File: src/rtl/alu_16_driver.sv
// -----------------------------------------------------------------------------
// alu_16_driver
//
// Command-side driver for an external combinational 4-op ALU. A command is
// taken on the cmd valid/ready port. Its operands and op-select are registered
// onto the ALU inputs. The driver then waits SETTLE_CYCLES clock edges for the
// ALU output to settle. It captures the result, optionally writes it into the
// accumulator, and holds it on the rsp valid/ready port until it is consumed.
//
// Parameters
//   WIDTH          operand/result width (must match the attached ALU)
//   SETTLE_CYCLES  edges allowed for ALU settling before capture (>= 1)
//
// Ports
//   clk, rst_n                 clock; asynchronous active-low reset
//   cmd_valid/cmd_ready        command handshake (ready only while idle)
//   cmd_op                     00 add, 01 sub, 10 and, 11 or
//   cmd_a, cmd_b               operands (cmd_a ignored when cmd_use_acc=1)
//   cmd_use_acc                take operand A from the accumulator
//   cmd_acc_wr                 write the captured result into the accumulator
//   alu_a, alu_b, alu_op0/1    registered drive to the ALU
//   alu_y                      ALU result
//   rsp_valid/rsp_ready        response handshake
//   rsp_y, rsp_zero            captured result and its zero flag
//   acc_q                      accumulator value
// -----------------------------------------------------------------------------
module alu_16_driver #(
    parameter int WIDTH         = 16,
    parameter int SETTLE_CYCLES = 1
) (
    input  logic             clk,
    input  logic             rst_n,
    input  logic             cmd_valid,
    output logic             cmd_ready,
    input  logic [1:0]       cmd_op,
    input  logic [WIDTH-1:0] cmd_a,
    input  logic [WIDTH-1:0] cmd_b,
    input  logic             cmd_use_acc,
    input  logic             cmd_acc_wr,
    output logic [WIDTH-1:0] alu_a,
    output logic [WIDTH-1:0] alu_b,
    output logic             alu_op0,
    output logic             alu_op1,
    input  logic [WIDTH-1:0] alu_y,
    output logic             rsp_valid,
    input  logic             rsp_ready,
    output logic [WIDTH-1:0] rsp_y,
    output logic             rsp_zero,
    output logic [WIDTH-1:0] acc_q
);

    generate
        if (SETTLE_CYCLES < 1) begin : g_settle_check
            $error("alu_16_driver: SETTLE_CYCLES must be at least 1");
        end
    endgenerate

    // The counter only has to hold SETTLE_CYCLES-1, down to 0.
    localparam int CNT_W = (SETTLE_CYCLES > 1) ? $clog2(SETTLE_CYCLES) : 1;
    localparam logic [CNT_W-1:0] CNT_LOAD = CNT_W'(SETTLE_CYCLES - 1);

    typedef enum logic [1:0] {
        ST_IDLE   = 2'd0,
        ST_SETTLE = 2'd1,
        ST_RESP   = 2'd2
    } state_t;

    state_t           state_reg,    state_next;
    logic [CNT_W-1:0] cnt_reg,      cnt_next;
    logic             acc_wr_reg,   acc_wr_next;
    logic [WIDTH-1:0] alu_a_reg,    alu_a_next;
    logic [WIDTH-1:0] alu_b_reg,    alu_b_next;
    logic [1:0]       alu_op_reg,   alu_op_next;
    logic [WIDTH-1:0] rsp_y_reg,    rsp_y_next;
    logic             rsp_zero_reg, rsp_zero_next;
    logic [WIDTH-1:0] acc_reg,      acc_next;

    // State and datapath registers.
    always_ff @(posedge clk or negedge rst_n) begin
        if (!rst_n) begin
            state_reg    <= ST_IDLE;
            cnt_reg      <= '0;
            acc_wr_reg   <= 1'b0;
            alu_a_reg    <= '0;
            alu_b_reg    <= '0;
            alu_op_reg   <= 2'b00;
            rsp_y_reg    <= '0;
            rsp_zero_reg <= 1'b0;
            acc_reg      <= '0;
        end else begin
            state_reg    <= state_next;
            cnt_reg      <= cnt_next;
            acc_wr_reg   <= acc_wr_next;
            alu_a_reg    <= alu_a_next;
            alu_b_reg    <= alu_b_next;
            alu_op_reg   <= alu_op_next;
            rsp_y_reg    <= rsp_y_next;
            rsp_zero_reg <= rsp_zero_next;
            acc_reg      <= acc_next;
        end
    end

    // Next-state and datapath update.
    always_comb begin
        state_next    = state_reg;
        cnt_next      = cnt_reg;
        acc_wr_next   = acc_wr_reg;
        alu_a_next    = alu_a_reg;
        alu_b_next    = alu_b_reg;
        alu_op_next   = alu_op_reg;
        rsp_y_next    = rsp_y_reg;
        rsp_zero_next = rsp_zero_reg;
        acc_next      = acc_reg;

        case (state_reg)
            ST_IDLE: begin
                if (cmd_valid) begin
                    // The accumulator is read as it stands now. A write-back
                    // from the previous command is therefore already included.
                    alu_a_next  = cmd_use_acc ? acc_reg : cmd_a;
                    alu_b_next  = cmd_b;
                    alu_op_next = cmd_op;
                    acc_wr_next = cmd_acc_wr;
                    cnt_next    = CNT_LOAD;
                    state_next  = ST_SETTLE;
                end
            end
            ST_SETTLE: begin
                if (cnt_reg != '0) begin
                    cnt_next = cnt_reg - 1'b1;
                end else begin
                    rsp_y_next    = alu_y;
                    rsp_zero_next = (alu_y == '0);
                    if (acc_wr_reg) begin
                        acc_next = alu_y;
                    end
                    state_next = ST_RESP;
                end
            end
            ST_RESP: begin
                // No bypass to a new command: IDLE must be visited first.
                if (rsp_ready) begin
                    state_next = ST_IDLE;
                end
            end
            default: begin
                state_next = ST_IDLE;
            end
        endcase
    end

    assign cmd_ready = (state_reg == ST_IDLE);
    assign rsp_valid = (state_reg == ST_RESP);
    assign alu_a     = alu_a_reg;
    assign alu_b     = alu_b_reg;
    assign alu_op0   = alu_op_reg[0];
    assign alu_op1   = alu_op_reg[1];
    assign rsp_y     = rsp_y_reg;
    assign rsp_zero  = rsp_zero_reg;
    assign acc_q     = acc_reg;

endmodule

File: config.mk
export PLATFORM = sky130hd
export DESIGN_NAME = alu_16_driver
export DESIGN_NICKNAME = d
export VERILOG_FILES = /design/src/rtl/alu_16_driver.sv
export SDC_FILE = /design/constraint.sdc
export NUM_CORES = 1
export LEC_CHECK = 0
export CAP_MARGIN = 5
export CORE_ASPECT_RATIO = 0.5
export CORE_UTILIZATION = 43
export DETAILED_ROUTE_END_ITERATION = 12
export DONT_BUFFER_PORTS = 1
export GPL_TIMING_DRIVEN = 0
export PLACE_DENSITY_LB_ADDON = 0.05
export SKIP_CTS_REPAIR_TIMING = 1
export SLEW_MARGIN = 30
export SYNTH_ARGS = -nofsm -noshare
export SYNTH_HDL_FRONTEND = slang
export SYNTH_SLANG_ARGS = --single-unit
File: constraint.sdc
create_clock -name clk -period 1.65 [get_ports clk]
set_input_delay 0.495 -clock clk [delete_from_list [all_inputs] [get_ports clk]]
set_output_delay 0.495 -clock clk [all_outputs]
set_load 0.01 [all_outputs]
==> metrics.cfg <==
[finish]
final_common_cell = dfrtp_1
drive_gt1_share_pct = 37.3
layout_common_cells = dfrtp_1 (70), mux2_2 (51), nor2_1 (17), mux2i_1 (16), a21oi_1 (16)
diodes = 0
final_nets = 260
fin_area_um2 = 3250
area_growth_pct = 15.9

[clocking]
cts.sinks = 70
clock_latency_ps = 330
cts_tree = done
root_buffer = clkbuf_16
clk_pin_slew_ps = 50
numCtsBuffers = 9
cts_max_level = 3
ctsLongestPathBuffers = 2

[die]
rows = 20
core_um2 = 6180
ios = 125
die_h_um = 59.1
start_util_pct = 45.3
die_width_um = 116
dieArea_um2 = 6860

[worst_setup_path]
critPathTopFamily = flip-flops
critical_path_class = flip-flop to primary output
crit_fanout = 5
crit_chain = nand2b_1 -> inv_1
crit_path_top_delay_cell = dfrtp_1
critPathMaxStageDelay_ps = 440
cp_data_arrival_time_ps = 1090
reg2reg_slack_ps = 140
path_buf_inv = 1
startpoint_type = flip-flop
critPathRequiredTime_ps = 1150
crit_path_end_kind = primary output

[timing]
finalSetupTns_ps = 0
drv_slew = 0
finClkSkew_ps = 4.20
worst_slew_pin_slew_ps = 416
fmax_mhz = 632
period_share_pct = 95.9
rsz0062_at_grt = false
worst_hold_slack_ps = -136
relSlewSlack_pct = 72.0
setup_viol = 0
fin_crit_ps = 1580
finalHoldViolations = 70

[synth]
seq_area_frac_synth_pct = 62.5
syn_area_um2 = 2800
synthAdderAreaFrac_pct = 0
ys.warnings.count = 0
syn_inst = 193
ys_top_cells_by_area = dfrtp_1 (63%), mux2_2 (21%), mux2i_1 (5.7%), a21oi_1 (2.9%), nor2_1 (2.3%)
ys_ff_latch = 70
syn_nets = 249
syn_area_per_cell_um2 = 14.5
post-synth-top-area-fraction_pct = 62.5
synth.distinct_cells = 16
synth-compound-area-share_pct = 3.22
synthXorXnorAreaFrac_pct = 0
yosys.area.top_type = dfrtp_1
muxShareOfSynthArea_pct = 26.2
synth_top_family_by_area = multiplexers
synthSimpleGateAreaFrac_pct = 5.05

[routing]
ant_nets = 0
via_count = 1582
via_per_inst = 5.33
wirelength_um = 5800
firstDrtPassIters = 3
wl_per_cell_um = 19.5
drc = 0
drt_iter0_drc = 42

[min_path]
hold_path.class = input port to asynchronous set/reset pin

[placed_design]
dpl_cell_area_um2 = 2910
gp_congestion = 0.676
hpwl_um = 4210
io_buffers = 0

[power_and_ir_drop]
p_per_area_nw_per_um2 = 2240
ir_drop_uv = 946
leakage_nw = 1.41

[global_routing]
grt_max_degree = 71
grt_pass1_wl_um = 8560
antenna_found_initial = 0
overflow = 0
grt.total_usage_pct = 18.0
grt_pass1_vias = 1637

[flow_run]
drv_cap = 0

[status]
status = finished, violations left
failed_checks = hold timing

routing by layer:
metal,track usage (%),share of wire (%)
met5,0,0
met2,28.6,47
met4,7.14,1.2
met3,11.2,11
met1,19.6,40
synthesized netlist by cell type (all sizes together):
cell and count:
nand4 1, a21oi 16, mux2 51, buf 10
nand2b 2, o21ai 2, nor2 17, nor4 4
nand2 1, mux2i 16, nand3b 1, nor3b 1
inv 1, dfrtp 70
through the flow:
step                      setup WS (ps)  power [mW]  instances  util [%]
final                              67.3        7.27        297      52.5
after detailed placement           92.6        5.24        281      47.1
after global routing               15.7        7.70        297      52.5
after CTS                          54.0        7.38        297      52.5
after global placement              110        5.17        281      47.1
after floorplan                     230        4.79        193         -
cell families (layout without fill, tap and decap cells):
group,Yosys count,after routing
buffers and inverters,11,27
AND/OR/NAND/NOR,27,27
multiplexers,67,67
AO/OA/AOI/OAI,18,18
flip-flops,70,70
power breakdown:
group / switching (mW) / internal [mW]
logic: 0.614 / 0.919
registers: 1.04 / 2.58
clock network: 0.663 / 1.44
final timing paths:
| kind | from | cells after the start | endpoint |
|---|---|---|---|
| min | rst_n | 0 | alu_b[1] |
| max | state_reg[0] | 2 | rsp_valid |
| max in group asynchronous | rst_n | 0 | rsp_y[12] |
| min reg2reg | acc_wr_reg | 1 | acc_wr_reg |
| max reg2reg | state_reg[0] | 3 | alu_b[1] |
| min in group clk | rsp_ready | 1 | state_reg[1] |
worst register-to-register path: cells and delay by family (launching register included):
| kind | cells | cell delay (ps) |
|---|---|---|
| buffers and inverters | 1 | 210 |
| DFF | 1 | 440 |
| muxes | 1 | 340 |
| and+or+nand+nor | 1 | 400 |
layout make-up:
type	instances	area, µm²
multi-input combinational	112	966
clock buffer	13	270
sequential	70	1750
clock inverter	3	65.1
buffer	10	80.1
fill	548	2930
inverter	1	3.75
tap	88	110
(Power assumes the default switching activity.)
